## src/rtl/mem_wishbone_bridge_pkg.sv

```systemverilog
// Shared types and Wishbone B4 cycle-tag constants
// for the memory-request to Wishbone bridge.
package mem_wishbone_bridge_pkg;

    localparam logic [2:0] CTI_CLASSIC = 3'b000;
    localparam logic [2:0] CTI_INCR    = 3'b010;
    localparam logic [2:0] CTI_EOB     = 3'b111;

    localparam logic [1:0] BTE_LINEAR  = 2'b00;

    typedef enum logic [1:0] {
        IDLE,
        READ,
        WRITE
    } bridge_state_t;

endpackage

```

## src/rtl/mem_wishbone_bridge.sv

```systemverilog
// Core memory request port to Wishbone B4 master:
// single writes and incrementing read bursts.
module mem_wishbone_bridge
    import mem_wishbone_bridge_pkg::*;
#(
    parameter bit BURST_EN = 1'b1
) (
    input  logic        clk,
    input  logic        rst,
    input  logic        request,
    input  logic [29:0] addr,
    input  logic [4:0]  rlen,
    input  logic        rnw,
    input  logic        rmw,
    input  logic [3:0]  wbe,
    input  logic [31:0] wdata,
    output logic        ack,
    output logic        rvalid,
    output logic [31:0] rdata,
    output logic        inv,
    output logic [29:0] inv_addr,
    output logic        write_outstanding,
    output logic [29:0] wb_adr,
    output logic [31:0] wb_dat_w,
    output logic [3:0]  wb_sel,
    output logic        wb_cyc,
    output logic        wb_stb,
    output logic        wb_we,
    output logic [2:0]  wb_cti,
    output logic [1:0]  wb_bte,
    input  logic [31:0] wb_dat_r,
    input  logic        wb_ack,
    input  logic        wb_err
);

    bridge_state_t state;
    logic [29:0]   addr_q;
    logic [4:0]    rlen_q;
    logic [4:0]    beat;
    logic [3:0]    wbe_q;
    logic [31:0]   wdata_q;
    logic          beat_done;
    logic          last_beat;
    logic          unused;

    // rmw gets no special treatment; it is a plain read or write
    assign unused    = rmw;
    assign beat_done = wb_ack | wb_err;
    assign last_beat = (beat == rlen_q);
    assign ack       = (state == IDLE) & request & ~rst;

    always_ff @(posedge clk) begin
        if (rst) begin
            state   <= IDLE;
            addr_q  <= '0;
            rlen_q  <= '0;
            beat    <= '0;
            wbe_q   <= '0;
            wdata_q <= '0;
            rvalid  <= 1'b0;
            rdata   <= '0;
        end else begin
            rvalid <= 1'b0;
            case (state)
                IDLE: begin
                    if (request) begin
                        addr_q  <= addr;
                        rlen_q  <= rlen;
                        wbe_q   <= wbe;
                        wdata_q <= wdata;
                        beat    <= '0;
                        state   <= rnw ? READ : WRITE;
                    end
                end
                READ: begin
                    // errored beats still return data
                    if (beat_done) begin
                        rvalid <= 1'b1;
                        rdata  <= wb_dat_r;
                        beat   <= beat + 5'd1;
                        if (last_beat) state <= IDLE;
                    end
                end
                WRITE: begin
                    if (beat_done) state <= IDLE;
                end
                default: state <= IDLE;
            endcase
        end
    end

    always_comb begin
        wb_cyc            = (state != IDLE);
        wb_stb            = (state != IDLE);
        wb_we             = (state == WRITE);
        write_outstanding = (state == WRITE);
        wb_adr            = addr_q + 30'(beat);
        wb_dat_w          = wdata_q;
        wb_bte            = BTE_LINEAR;
        wb_sel            = '0;
        wb_cti            = CTI_CLASSIC;
        if (state == WRITE) wb_sel = wbe_q;
        if (state == READ) begin
            wb_sel = 4'hF;
            if (BURST_EN && rlen_q != 5'd0)
                wb_cti = last_beat ? CTI_EOB : CTI_INCR;
        end
    end

    assign inv      = 1'b0;
    assign inv_addr = '0;

endmodule

```

## config.mk

```make
export PLATFORM = sky130hd
export DESIGN_NAME = mem_wishbone_bridge
export DESIGN_NICKNAME = d
export VERILOG_FILES = /design/src/rtl/mem_wishbone_bridge_pkg.sv /design/src/rtl/mem_wishbone_bridge.sv
export SDC_FILE = /design/constraint.sdc
export NUM_CORES = 1
export LEC_CHECK = 0
export ABC_AREA = 1
export BUFFER_PORTS_ARGS = -buffer_cell sky130_fd_sc_hd__buf_4
export CORE_MARGIN = 2
export CORE_UTILIZATION = 25
export CTS_CLUSTER_SIZE = 12
export DETAILED_ROUTE_END_ITERATION = 16
export PLACE_DENSITY = 0.51
export SYNTH_ARGS = -nofsm -noshare
export SYNTH_HDL_FRONTEND = slang
export SYNTH_SLANG_ARGS = --single-unit
```

## constraint.sdc

```tcl
create_clock -name clk -period 4.2 [get_ports clk]
set_clock_uncertainty 0.05 [all_clocks]
set_input_delay 0 -clock clk [delete_from_list [all_inputs] [get_ports clk]]
set_output_delay 0 -clock clk [all_outputs]
set_load 0.01 [all_outputs]
```

# Yosys cells after proc, flatten, opt, wreduce, memory -nomap -nowiden
# Index checks and enable logic that the tools add are counted.
# op_classes
addsub	2
eq_ne	7
mux	15
bitwise_logic	5
n_reduce_logical	9
# op_table
op	n
$add A30 B5 Y30	1
$mux W2	5
$mux W5	2
$pmux W5 S2	1
$mux W3	3
$mux W4	2
$ne A2 B2 Y1 const B	3
$pmux W2 S3	1
$add A5 B1 Y5 const B	1
$eq A5 B5 Y1	1
$reduce_bool A5 Y1	1
$reduce_and A2 Y1	2
$reduce_and A4 Y1	1
$reduce_bool A2 Y1	2
$reduce_and A3 Y1	1
$and A1 B1 Y1	2
$eq A2 B1 Y1 const B	1
$eq A2 B2 Y1 const B	1
$logic_not A2 Y1	1
$ne A2 B1 Y1 const B	1
$not A1 Y1	2
$reduce_or A2 Y1	1
$mux W1	1
$or A1 B1 Y1	1
# totals
ff_bits	111
output_inout_bits	140

# Logic depth before layout (Yosys ltp)
# logic_depth
depth_word	4
depth_mapped	10

# Least setup slack after synthesis
# OpenSTA, ideal clock, no wires.
# synth_path
kind	register to output
startpoint	register beat[0]
endpoint	output wb_adr[16]
arrival_ps	1837
required_time_ps	4150
setup_slack_ps	2313
path_stages_with_launch	10
path_cell_list	dfxtp_1 ha_1 inv_1 fa_1 o21ai_2 nand2_2 nand2_4 nand2_1 nor2_1 xor2_1
# synth_between
elab_chain_cells	1
# synth_rtl
item	line_no	rtl
start, declared	mem_wishbone_bridge.sv:39	logic [4:0] beat;
start signal, assigned	mem_wishbone_bridge.sv:80	beat <= beat + 5'd1;
$add A30 B5 Y30	mem_wishbone_bridge.sv:97	wb_adr = addr_q + 30'(beat);
end, declared	mem_wishbone_bridge.sv:23	output logic [29:0] wb_adr,
# No other way between the ends.

# Final worst setup path
# Ends and elaborated chain as after synthesis.

==> flow_summary.ini <==
[finish]
antenna_cells = 0
instances_no_fill = 1301
final_cell_mix = buf_4, nor2_1, dfxtp_1, dlygate4sd3_1, o21ai_0
area.growth.synth_to_final_pct = 57.6
drive_gt1_share_pct = 25.0
final_area_mm2 = 0.00826
mostFrequentLayoutCell = buf_4
final_nets = 1143

[die]
core_area_mm2 = 0.0204
rows = 52
dieArea_mm2 = 0.0221
fp.dieW_um = 149
io_pins = 250
die_h_um = 149
start_util_pct = 25.6

[clocking]
cts_tree = built
cts.path.max_buffers = 2
clk_pin_slew_ns = 0.08
cts_sinks = 111
numCtsBuffers = 9
htree_levels = 3
post-cts-setup-buffers = 0
root_buffer = clkbuf_16
insertion_delay_ns = 0.35

[setup_path]
cp_num_buf_inv = 2
path_class = reg -> out
crit_path_max_incr_delay_ns = 0.45
cp_max_fo = 7
cpLargestDelayFamily = adder cells
path_cells = ha_1 -> inv_1 -> fa_1 -> o21ai_2 -> nand2_2 -> nand2_4 -> nand2_1 -> nor2_1 -> xor2_1 -> buf_4
critPathLaunchType = register
cp.required_ns = 4.15
worstSetupEndpointType = output pin
critPathSlowestCell = dfxtp_1
cp.arrival_ns = 2.52

[global_route]
grt_util_all_layers_pct = 15.6
grt_pass1_wl_mm = 27.4
grt_pass1_vias = 5432
grt_max_degree = 91
overflow = 0
antenna_found_initial = 0

[timing]
finalHoldViolCount = 0
rsz0062_at_grt = no
setup_violations = 0
fin_crit_sh_pct = 61.2
timing.fmax_ghz = 0.389
min_period_ns = 2.57
drv_slew = 0
slew_headroom_pct = 36.2
fin_tns_setup_ns = 0
worst_slew_pin_slew_ns = 0.957

[logic_synthesis]
synth_flop_cell = dfxtp_1
netlist_instances = 728
netlist_area_mm2 = 0.00524
yosysWarnings = 0
synth_edf_count = 0
yosys_register_bits = 111
syn_avg_cell_area_um2 = 7.20
synth_cell_type_count = 38
ys_seq_area_share_pct = 42.4
synthArstFlopShare_pct = 0

[detailed_routing]
first_pass_iters = 4
drt_iter0_drc = 195
vias = 5459
vias_per_cell = 4.20
wl_per_cell_um = 13.4
ant_nets = 0
drc_errors = 0
totalWireLength_mm = 17.4

[power]
power_density_mw_per_mm2 = 384
power_leakage_nw = 3.78
ir_worst_vdd_v = 0.000211

[run]
cap_viol_max_count = 0

[run_status]
outcome = completed

[place]
routabilityCongestion = 0.840
dpl.hpwl_mm = 12.1
dp_cells = 1180
io_buffers = 215
placed_area_mm2 = 0.00692

[min_path]
hold_class = in -> reg
[power breakdown]
part           internal (mW)  switching [mW]  leakage [nW]  total (mW)
combinational          0.466           0.516          2.72       0.982
clock                  0.421           0.446         0.139       0.867
sequential              1.20           0.114         0.914        1.32
total                   2.09            1.08          3.78        3.17
[worst reg2reg max path, cell delays in order (launching register included)]
cell	delay, ns
dfxtp_1	0.43
nor2_4	0.08
nand2_1	0.07
buf_4	0.36
clkinv_1	0.49
buf_4	0.38
nor2_1	0.12
nor2_1	0.05
[cell type report]
| class | count | area, um^2 |
|---|---|---|
| clock buffer | 10 | 229 |
| clock inverter | 6 | 58.8 |
| fill | 2179 | 12200 |
| inverter | 43 | 161 |
| multi-input combinational | 536 | 2540 |
| sequential | 111 | 2220 |
| tap | 270 | 338 |
| timing repair buffer | 325 | 2700 |
[per-layer routing]
metal	wire length (um)	track usage, %	vias to the layer above
met3	1340	5.32	9
met2	8470	27.5	171
li1	-	-	2845
met4	150	3.05	0
met5	0	0	-
met1	7470	18.4	2434
[final timing paths]
path / startpoint / end / slack (ns) / cells past startpoint
setup / recovery: beat[0]$_SDFFE_PP0P_ / wb_adr[16] / 1.63 / 10
hold reg to reg: wbe_q[0]$_SDFFE_PP0P_ / wbe_q[0]$_SDFFE_PP0P_ / 0.44 / 2
hold / removal: request / state[0]$_SDFFE_PP0P_ / 0.05 / 5
setup reg to reg: state[1]$_SDFFE_PP0P_ / rdata[6]$_SDFFE_PP0P_ / 2.07 / 7
[repair_timing]
item                                   4_1_cts  5_1_grt
endpoints found under the hold margin      110        0
hold buffers                               105        0
resized for setup                            0        0
[cells in the mapped netlist (all sizes together), types with 2 or more instances]
cell / count / area [um^2]
xnor2: 8 / 70.1
xor2: 16 / 140
a21oi: 22 / 114
nand3: 12 / 60.1
dfxtp: 111 / 2220
or2: 2 / 12.5
nand3b: 2 / 15.0
buf: 52 / 364
inv: 42 / 158
nor3: 7 / 50.1
clkbuf: 18 / 67.6
o21ai: 109 / 553
nand2: 82 / 323
nor2: 215 / 837
nor4: 2 / 18.8
ha: 6 / 75.1
a211oi: 3 / 22.5
nand4: 11 / 68.8
[registers in the layout (all words and copies together) (netlist names)]
signal    count
addr_q       30
beat          5
rdata        32
rlen_q        5
rvalid        1
state         2
wb_dat_w     32
wbe_q         4
[logic make-up (layout without fill, tap and decap cells)]
logic type | count (synthesis) | count (layout) | synth area share (%)
other | 1 | 33 | 0.0716
xor gates and xnor gates | 24 | 24 | 4.01
DFF | 111 | 111 | 42.4
adders and majority gates | 7 | 7 | 1.82
buffers and inverters | 113 | 384 | 11.3
AOI/OAI and AO/OA | 137 | 137 | 13.7
and+or+nand+nor | 335 | 335 | 26.7
[metrics by stage]
step	utilization (%)	setup slack (ns)	power, mW	hold WS [ns]
detailed placement	33.9	1.99	2.26	0.192
global placement	33.9	2.03	2.25	0.186
finish	40.4	1.63	3.17	0.0549
floorplan	-	2.31	1.85	0.0965
global route	40.4	1.38	3.38	0.101
CTS	40.4	1.59	3.22	0.0390
No activity file was read; power rests on OpenSTA's default activity.
